$ cat config.mk
export PLATFORM = sky130hd
export DESIGN_NAME = branch_target_buffer
export DESIGN_NICKNAME = d
export VERILOG_FILES = /design/src/rtl/branch_target_buffer_pkg.sv /design/src/rtl/branch_target_buffer_sat_counter.sv /design/src/rtl/branch_target_buffer.sv
export SDC_FILE = /design/constraint.sdc
export NUM_CORES = 2
export LEC_CHECK = 0
export CAP_MARGIN = 20
export CORE_ASPECT_RATIO = 0.7
export CORE_MARGIN = 1.5
export CORE_UTILIZATION = 30
export CTS_CLUSTER_SIZE = 30
export DETAILED_ROUTE_END_ITERATION = 16
export MAX_ROUTING_LAYER = met4
export PLACE_DENSITY_LB_ADDON = 0.25
export SYNTH_ARGS = -nofsm -noshare
export SYNTH_HDL_FRONTEND = slang
export SYNTH_HIERARCHICAL = 1
export SYNTH_SLANG_ARGS = --single-unit
$ cat constraint.sdc
create_clock -name clk -period 4.6 [get_ports clk]
set_input_delay 0.69 -clock clk [delete_from_list [all_inputs] [get_ports clk]]
set_output_delay 0.69 -clock clk [all_outputs]
set_load 0.01 [all_outputs]
$ cat src/rtl/branch_target_buffer_pkg.sv
// ---------------------------------------------------------------------------
// branch_target_buffer_pkg
// Shared definitions for the IF-stage branch target buffer:
//   - br_verdict_e : 2-bit verdict codes produced by the branch-decision unit
//   - BF_HIT/BF_PRED : bit positions inside the 2-bit branch flags bundle
//   - seq_npc()    : sequential next-PC (PC+4, wraps modulo 2^32)
// ---------------------------------------------------------------------------
package branch_target_buffer_pkg;

  localparam int PC_W = 32;

  // Verdict returned by the branch-decision unit for the branch sitting in EX.
  typedef enum logic [1:0] {
    BR_OK          = 2'b00,  // prediction was correct
    BR_MISS_TAKEN  = 2'b01,  // BTB miss, branch was taken
    BR_NT_TAKEN    = 2'b10,  // hit, predicted not-taken, actually taken
    BR_T_NOTTAKEN  = 2'b11   // predicted taken, actually not-taken
  } br_verdict_e;

  // Bit positions of BranchFlagsF / BranchFlagsE.
  localparam int BF_HIT  = 0;
  localparam int BF_PRED = 1;

  // Fall-through fetch address; the natural 32-bit overflow gives the wrap.
  function automatic logic [PC_W-1:0] seq_npc(input logic [PC_W-1:0] pc);
    return pc + 32'd4;
  endfunction

endpackage

$ cat src/rtl/branch_target_buffer_sat_counter.sv
// ---------------------------------------------------------------------------
// btb_sat_counter
// Saturating up-counter used for the BTB statistics.
// Ports:
//   clk   - clock, counts on rising edge
//   rst_n - asynchronous active-low reset, clears the count
//   en    - increment request for this cycle
//   count - current count, sticks at all-ones instead of wrapping
// ---------------------------------------------------------------------------
module btb_sat_counter
  import branch_target_buffer_pkg::*;
#(
  parameter int CNT_W = 32
) (
  input  logic             clk,
  input  logic             rst_n,
  input  logic             en,
  output logic [CNT_W-1:0] count
);

  logic [CNT_W-1:0] count_q;
  logic [CNT_W-1:0] count_d;

  // Increment only while below all-ones so the statistic never rolls over.
  always_comb begin
    count_d = count_q;
    if (en && (count_q != '1)) begin
      count_d = count_q + CNT_W'(1);
    end
  end

  always_ff @(posedge clk or negedge rst_n) begin
    if (!rst_n) begin
      count_q <= '0;
    end else begin
      count_q <= count_d;
    end
  end

  assign count = count_q;

endmodule

$ cat src/rtl/branch_target_buffer.sv
// ---------------------------------------------------------------------------
// branch_target_buffer
// Direct-mapped BTB with a 1-bit taken history per entry, looked up in IF
// and trained from the branch verdict in EX. Also keeps saturating counts of
// resolved branches and of mispredictions.
// Ports:
//   clk, rst_n     - clock and asynchronous active-low reset
//   PCF            - fetch PC to look up (combinational)
//   PredictedNPCF  - predicted next fetch PC (target if predicted taken,
//                    otherwise PCF+4)
//   BranchFlagsF   - {predict taken, hit}; piped to EX by the pipeline
//   UpdateEnE      - EX holds a real, live branch this cycle
//   PCE, BrTargetE - PC and resolved target of the branch in EX
//   BranchE        - verdict from the branch-decision unit
//   BranchCnt      - branches resolved with UpdateEnE=1 (saturating)
//   MispredCnt     - of those, verdict other than BR_OK (saturating)
// ---------------------------------------------------------------------------
module branch_target_buffer
  import branch_target_buffer_pkg::*;
#(
  parameter int ENTRY_BITS = 6,
  parameter int CNT_W      = 32
) (
  input  logic             clk,
  input  logic             rst_n,
  input  logic [31:0]      PCF,
  output logic [31:0]      PredictedNPCF,
  output logic [1:0]       BranchFlagsF,
  input  logic             UpdateEnE,
  input  logic [31:0]      PCE,
  input  logic [31:0]      BrTargetE,
  input  logic [1:0]       BranchE,
  output logic [CNT_W-1:0] BranchCnt,
  output logic [CNT_W-1:0] MispredCnt
);

  localparam int ENTRIES = 1 << ENTRY_BITS;
  localparam int TAG_W   = 30 - ENTRY_BITS;

  // Per-entry state. valid/hist are reset; tag/target are qualified by valid.
  logic [ENTRIES-1:0] valid_q;
  logic [ENTRIES-1:0] valid_d;
  logic [ENTRIES-1:0] hist_q;
  logic [ENTRIES-1:0] hist_d;
  logic [TAG_W-1:0]   tag_q    [ENTRIES];
  logic [31:0]        target_q [ENTRIES];

  logic [ENTRY_BITS-1:0] idx_f;
  logic [ENTRY_BITS-1:0] idx_e;
  logic [TAG_W-1:0]      tag_f;
  logic [TAG_W-1:0]      tag_e;
  logic                  hit_f;
  logic                  taken_f;
  br_verdict_e           verdict_e;
  logic                  tag_we;
  logic                  target_we;
  logic                  mispred_en;
  logic                  unused_pc_lsbs;

  // Instructions are word aligned, so the two low PC bits carry no information.
  assign unused_pc_lsbs = ^{PCF[1:0], PCE[1:0]};

  assign idx_f = PCF[ENTRY_BITS+1:2];
  assign tag_f = PCF[31:ENTRY_BITS+2];
  assign idx_e = PCE[ENTRY_BITS+1:2];
  assign tag_e = PCE[31:ENTRY_BITS+2];

  // ---------------------------------------------------------------------
  // Lookup: reads the registered table only, so a write in the same cycle
  // to the same index is not visible until the following cycle.
  // ---------------------------------------------------------------------
  assign hit_f   = valid_q[idx_f] && (tag_q[idx_f] == tag_f);
  assign taken_f = hit_f && hist_q[idx_f];

  always_comb begin
    BranchFlagsF          = '0;
    BranchFlagsF[BF_HIT]  = hit_f;
    BranchFlagsF[BF_PRED] = taken_f;
  end

  assign PredictedNPCF = taken_f ? target_q[idx_f] : seq_npc(PCF);

  // ---------------------------------------------------------------------
  // Training: the verdict already encodes what went wrong, so no tag check
  // is done here; only a miss-taken verdict (re)allocates the entry.
  // ---------------------------------------------------------------------
  assign verdict_e = br_verdict_e'(BranchE);

  always_comb begin
    valid_d   = valid_q;
    hist_d    = hist_q;
    tag_we    = 1'b0;
    target_we = 1'b0;
    if (UpdateEnE) begin
      case (verdict_e)
        BR_MISS_TAKEN: begin
          valid_d[idx_e] = 1'b1;
          hist_d[idx_e]  = 1'b1;
          tag_we         = 1'b1;
          target_we      = 1'b1;
        end
        BR_NT_TAKEN: begin
          hist_d[idx_e] = 1'b1;
          target_we     = 1'b1;
        end
        BR_T_NOTTAKEN: begin
          hist_d[idx_e] = 1'b0;
        end
        default: begin
        end
      endcase
    end
  end

  // Reset clears valid and history; an update racing with reset is dropped.
  always_ff @(posedge clk or negedge rst_n) begin
    if (!rst_n) begin
      valid_q <= '0;
      hist_q  <= '0;
    end else begin
      valid_q <= valid_d;
      hist_q  <= hist_d;
    end
  end

  // Tag/target storage has no reset. A write landing during reset is harmless:
  // the entry stays invalid and is fully rewritten by the next allocation.
  always_ff @(posedge clk) begin
    if (tag_we) begin
      tag_q[idx_e] <= tag_e;
    end
    if (target_we) begin
      target_q[idx_e] <= BrTargetE;
    end
  end

  // ---------------------------------------------------------------------
  // Statistics
  // ---------------------------------------------------------------------
  assign mispred_en = UpdateEnE && (verdict_e != BR_OK);

  btb_sat_counter #(
    .CNT_W (CNT_W)
  ) u_branch_cnt (
    .clk   (clk),
    .rst_n (rst_n),
    .en    (UpdateEnE),
    .count (BranchCnt)
  );

  btb_sat_counter #(
    .CNT_W (CNT_W)
  ) u_mispred_cnt (
    .clk   (clk),
    .rst_n (rst_n),
    .en    (mispred_en),
    .count (MispredCnt)
  );

endmodule
# Yosys cells after proc, flatten, opt, wreduce, memory -nomap -nowiden
# Memory sizes are Yosys's and may differ from the RTL's.
# Index checks and enable logic that the tools add are counted.
[word_totals]
ramBits = 3584
latchBits = 0
mem_count = 2
out_inout_bits = 98
regBits = 192
inputBits = 101
rom_bits = 0
elab_cells = 49
[classes]
order_cmp = 3
reduce_logical = 11
n_div = 0
bitwise = 4
eq_ne = 6
n_shift = 0
multipliers = 0
mux = 16
addsub = 3
[memory_table]
columns = ["memory", "depth", "width", "read_ports", "rd_ports_with_merged_regs", "wr", "line_no", "source"]
rows = [
  ["target_q", 64, 32, 1, 0, 1, "branch_target_buffer.sv:46", "logic [31:0] target_q [ENTRIES];"],
  ["tag_q", 64, 24, 1, 0, 1, "branch_target_buffer.sv:45", "logic [TAG_W-1:0] tag_q [ENTRIES];"],
]
[ops]
columns = ["cell", "n"]
rows = [
  ["64-bit OR", 2],
  ["64-bit one-hot mux with 2 select lines", 1],
  ["32-bit by 1-bit adder with 32-bit output (second input constant)", 2],
  ["64-bit AND", 1],
  ["32-bit != test (second input constant)", 2],
  ["64-bit NOT", 1],
  ["32-bit by 3-bit adder with 32-bit output (second input constant)", 1],
  ["32-bit two-way mux", 1],
  ["24-bit == test", 1],
  ["6-bit by 7-bit less-than comparator with 1-bit output (second input constant)", 2],
  ["1-bit binary-select mux with 6-bit select", 2],
  ["1-bit two-way mux", 11],
  ["1-bit demux with 6-bit select", 1],
  ["6-bit by 1-bit >= comparator with 1-bit output (second input constant)", 1],
  ["1-bit logical AND", 6],
  ["2-bit == test (second input constant)", 2],
  ["2-bit AND reduction", 2],
  ["2-bit nonzero test", 2],
  ["2-bit by 1-bit == test with 1-bit output (second input constant)", 1],
  ["2-bit OR reduction", 1],
]

# Logic depth before layout (Yosys ltp)
[logic_depth]
ltp_word = 7
mapped_depth = 17
depth_no_buf = 10

# Hierarchy
# Netlist, hierarchy kept.
[modules_own_cells]
columns = ["module", "instances", "seq_area_each_um2", "area_each_um2", "cells_each"]
rows = [
  ["branch_target_buffer", 1, 110826.3, 143860.5, 6361],
  ["btb_sat_counter (u_mispred_cnt)", 1, 800.8, 1617.8, 153],
  ["btb_sat_counter (u_branch_cnt)", 1, 800.8, 1522.7, 140],
]

# Worst setup path after synthesis
# No wires, ideal clock.
[synth_timing]
path_kind = "input to output"
start = "in PCF[2]"
end = "out PredictedNPCF[11]"
n_path_buf = 7
stages = 11
arrival_ns = 4.065
path_slack_ns = -0.155
required_time_ns = 3.910
path_cell_list = "buf_6 buf_6 buf_6 buf_4 buf_2 buf_2 buf_1 mux4_2 mux4_2 mux4_2 mux2_1"
[synth_via]
elab_chain_cells = 5
elab_cells_between_ends = 11
classes_between = "add/sub (1); eq/ne (1); mux (5); reduce/logical (2); memory (2)"
[synth_rtl]
columns = ["element", "line_no", "source"]
rows = [
  ["from (decl)", "branch_target_buffer.sv:26", "input logic [31:0] PCF,"],
  ["memory 64 x 24 bit / 1-bit binary-select mux with 6-bit select (equally long branches)", "--", ""],
  ["24-bit == test / 1-bit two-way mux (equally long branches)", "branch_target_buffer.sv:72", "assign hit_f = valid_q[idx_f] && (tag_q[idx_f] == tag_f);"],
  ["1-bit logical AND", "branch_target_buffer.sv:72", ""],
  ["1-bit logical AND", "branch_target_buffer.sv:73", "assign taken_f = hit_f && hist_q[idx_f];"],
  ["32-bit two-way mux *", "branch_target_buffer.sv:81", "assign PredictedNPCF = taken_f ? target_q[idx_f] : seq_npc(PCF);"],
  ["to (decl)", "branch_target_buffer.sv:27", "output logic [31:0] PredictedNPCF,"],
]
# Every way passes the cells marked *; elsewhere a longest branch is shown, timed or not. The select of a mux whose other input is x is not followed.

# Final worst setup path
[layout_timing]
start = "in PCF[2]"
end = "out PredictedNPCF[26]"
# Same word-level chain as after synthesis.

==> impl_metrics.ini <==
[worst_setup_path]
worstSetupStartpoint = PCF[2]
path_delay_family = buffers and inverters
start_kind = input port
crit_path_max_fanout = 19
path_common_cell = buf_12
cp_data_required_time_ns = 3.91
slowest_stage = mux4_2
crit_chain = buf_16 > buf_12 > buf_12 > mux4_2 > mux2i_1 > buf_4 > o2111ai_1 > o2bb2ai_1 > xnor2_1 > o2111ai_1 > nor4_2 > nand4_1 > nor3b_4 > buf_12 > buf_12 > buf_6 > mux2_4 > buf_6
crit_end = PredictedNPCF[26]
rr_startpoint = u_branch_cnt/count[7]
r2r-end = u_branch_cnt/count[19]
reg2reg_depth = 5
critPathMaxStageDelay_ns = 0.52
worst-path-stages = 18
regToRegSetupSlack_ns = 1.99
critPathCaptureType = output port
crit_buf_inv = 8
crit_arrival_ns = 4.91
path_class = in2out

[global_routing]
gr-total-overflow = 0
grt_pass1_vias = 75660
grt_max_degree = 158
grt_use_total = 0.1993
grt_pass1_wl_um = 662600
antenna_found_initial = 65

[yosys]
synthXorXnorAreaFrac = 0.007090
synth_nets = 6761
synth_compound_area_frac = 0.01916
synth_cell_type_count = 81
synth_seq_area_share = 0.7648
synthSimpleGateAreaFrac = 0.02334
ys_warn_count = 6
synthAdderAreaFrac = 0.0005107
synth_async_sr_flop_share = 0.05085
muxShareOfSynthArea = 0.1729
synth_top_family_by_area = multiplexers
postSynthCellCount = 6654
avgSynthCellArea_um2 = 22.09
syn_area_mm2 = 0.1470
synthFlopType = edfxtp_1
synth_edf_count = 3584
ys_seq_elements = 3776

[die]
ios = 199
dieArea_mm2 = 0.4943
rows = 214
core_area_mm2 = 0.4868
die_y_um = 588.7
die_x_um = 839.7
start_util = 0.3020

[final_layout]
fillers = 44380
register_area_mm2 = 0.1124
layout_commonest_cell = edfxtp_1
most-common-layout-cells = edfxtp_1, mux4_2, buf_4
nets = 7770
multi_input_area_mm2 = 0.03399
layout-drive-gt1-share = 0.3436
syn_to_final_growth_pct = 20.53
final_util = 0.3640

[outcome]
violations = negative setup slack
status = finished, violations left

[place]
pre_cts_slack_ns = -1.686
hpwl_um = 293500
gp_congestion = 0.9395
numPortBuffers = 196

[drt]
routed_via_density = 5.350
dr.pass1.iters = 7
routedWlPerCell_um = 34.07
wl_um = 493300
dr.first_iter.drc_count = 10860
vias = 77460
antenna_left = 0
drcViolationCount = 0

[hold_path]
hp-class = in2reg

[sta]
finalSetupViolations = 34
slew_headroom = 0.2220
timing.fmax_mhz = 178.5
finalCriticalPeriod_ns = 5.603
fin_ws_ns = -1.003
period_share = 1.218
finalHoldViolCount = 0
worst_slew_pin_slew_ns = 1.167
rsz0062_at_grt = yes
skew_ns = 0.05138
slew_violations = 0

[clock_network]
htreeDepth = 5
cts_made_buffers = 380
cts_tree = yes
clock_latency_ns = 0.95
clock-sinks = 3776
clockBufferDepth = 4
cts.reportedPaths.clkPinSlew_ns = 0.06
root_buffer = clkbuf_16

[power_and_ir_drop]
cellLeakagePower_nw = 56.89
power.density_mw_per_mm2 = 419.1
vdd_drop_max_uv = 291.2

[job]
maxCapViolations = 0
report_power, final:
| group | switching (W) | total (W) | internal (W) |
|---|---|---|---|
| registers | 0.000201 | 0.0381 | 0.0379 |
| logic | 0.00293 | 0.00498 | 0.00205 |
| clock network | 0.0136 | 0.0311 | 0.0175 |
| total | 0.0167 | 0.0742 | 0.0575 |
routing by layer:
layer,global-route usage,routed length [µm],vias up
li1,-,-,30150
met1,0.2890,216400,42740
met2,0.2865,216400,3883
met3,0.03599,43480,688
met4,0.05961,17060,0
met5,-,0,-
worst register-to-register path: stages (launching register included):
cell and delay (ns):
dfrtp_1 0.45, nand4_2 0.20, or4_4 0.69, a311oi_2 0.72, nand4_1 0.22, xnor2_1 0.17
timing repair:
action / in CTS / in global routing
hold endpoints to repair: 35 / 27
gates resized for setup: 195 / 26
cloned: 1 / 6
setup buffers: 12 / 2
endpoints found under the setup margin: 34 / 34
hold buffers: 2 / 8
pin swaps: 9 / 5
Yosys cell counts, drive strengths merged (13+ instances only):
| library cell | n | area [µm²] |
|---|---|---|
| nor2b | 23 | 143.9 |
| a31oi | 76 | 475.5 |
| buf | 212 | 1160 |
| mux2 | 62 | 716.9 |
| a211oi | 19 | 142.6 |
| edfxtp | 3584 | 107600 |
| a221oi | 19 | 166.4 |
| a22oi | 68 | 510.5 |
| xor2 | 54 | 473.0 |
| or2 | 69 | 434.2 |
| a21oi | 109 | 545.5 |
| and2 | 18 | 112.6 |
| nor4 | 13 | 81.33 |
| nand4 | 34 | 231.5 |
| inv | 14 | 52.55 |
| nand2 | 186 | 698.2 |
| nor2 | 198 | 743.2 |
| xnor2 | 65 | 569.3 |
| nand3 | 51 | 260.3 |
| dfrtp | 192 | 4805 |
| mux4 | 1012 | 22790 |
| nor3 | 36 | 185.2 |
| mux2i | 190 | 1902 |
| and3 | 22 | 138.9 |
| clkbuf | 154 | 578.1 |
final cells by class:
class                      count  share of cell area
tap                         6480             0.04576
inverter                      16           0.0004096
clock inverter               199             0.01198
multi-input combinational   2496              0.1918
clock buffer                 494             0.05760
antenna                       25           0.0003531
sequential                  3776              0.6346
timing repair buffer         993             0.05753
cell families after synthesis:
group | Yosys count
and+or+nand+nor | 701
xor gates and xnor gates | 119
adders and majority gates | 6
muxes | 1264
DFF | 3776
AOI/OAI and AO/OA | 406
buffers and inverters | 382
through the flow:
stage | cells | power (W) | hold slack, ns | TNS [ns] | area [µm²]
2_1_floorplan | 6654 | 0.04104 | 0.3944 | -0.005815 | 147100
3_3_place_gp | 13710 | 0.04361 | 0.4441 | -63.78 | 163600
3_5_place_dp | 13710 | 0.04371 | 0.4476 | -54.48 | 163600
4_1_cts | 14420 | 0.07472 | 0.05796 | -29.02 | 176300
5_1_grt | 14470 | 0.07628 | 0.006853 | -30.19 | 177200
6_report | 14480 | 0.07425 | 0.02985 | -29.77 | 177200
worst min path at each step:
| stage | slack (ns) | from | to | depth (start not counted) |
|---|---|---|---|---|
| after floorplan | 0.39 | rst_n | async pin | 0 |
| after global placement | 0.44 | valid_q[5] | valid_q[5] | 1 |
| after detailed placement | 0.45 | valid_q[30] | valid_q[30] | 1 |
| after CTS | 0.06 | PCE[26] | tag_q[26][18] | 1 |
| after global routing | 0.007 | BrTargetE[14] | target_q[11][14] | 1 |
| final | 0.03 | BrTargetE[14] | target_q[14][14] | 1 |
state kept, by name (all words and copies together), names as in the netlist, named ones only:
name,flops
tag_q,1536
target_q,2048
u_branch_cnt/count,32
u_mispred_cnt/count,32
valid_q,64
Note: power is estimated with default switching activity, not from simulation.
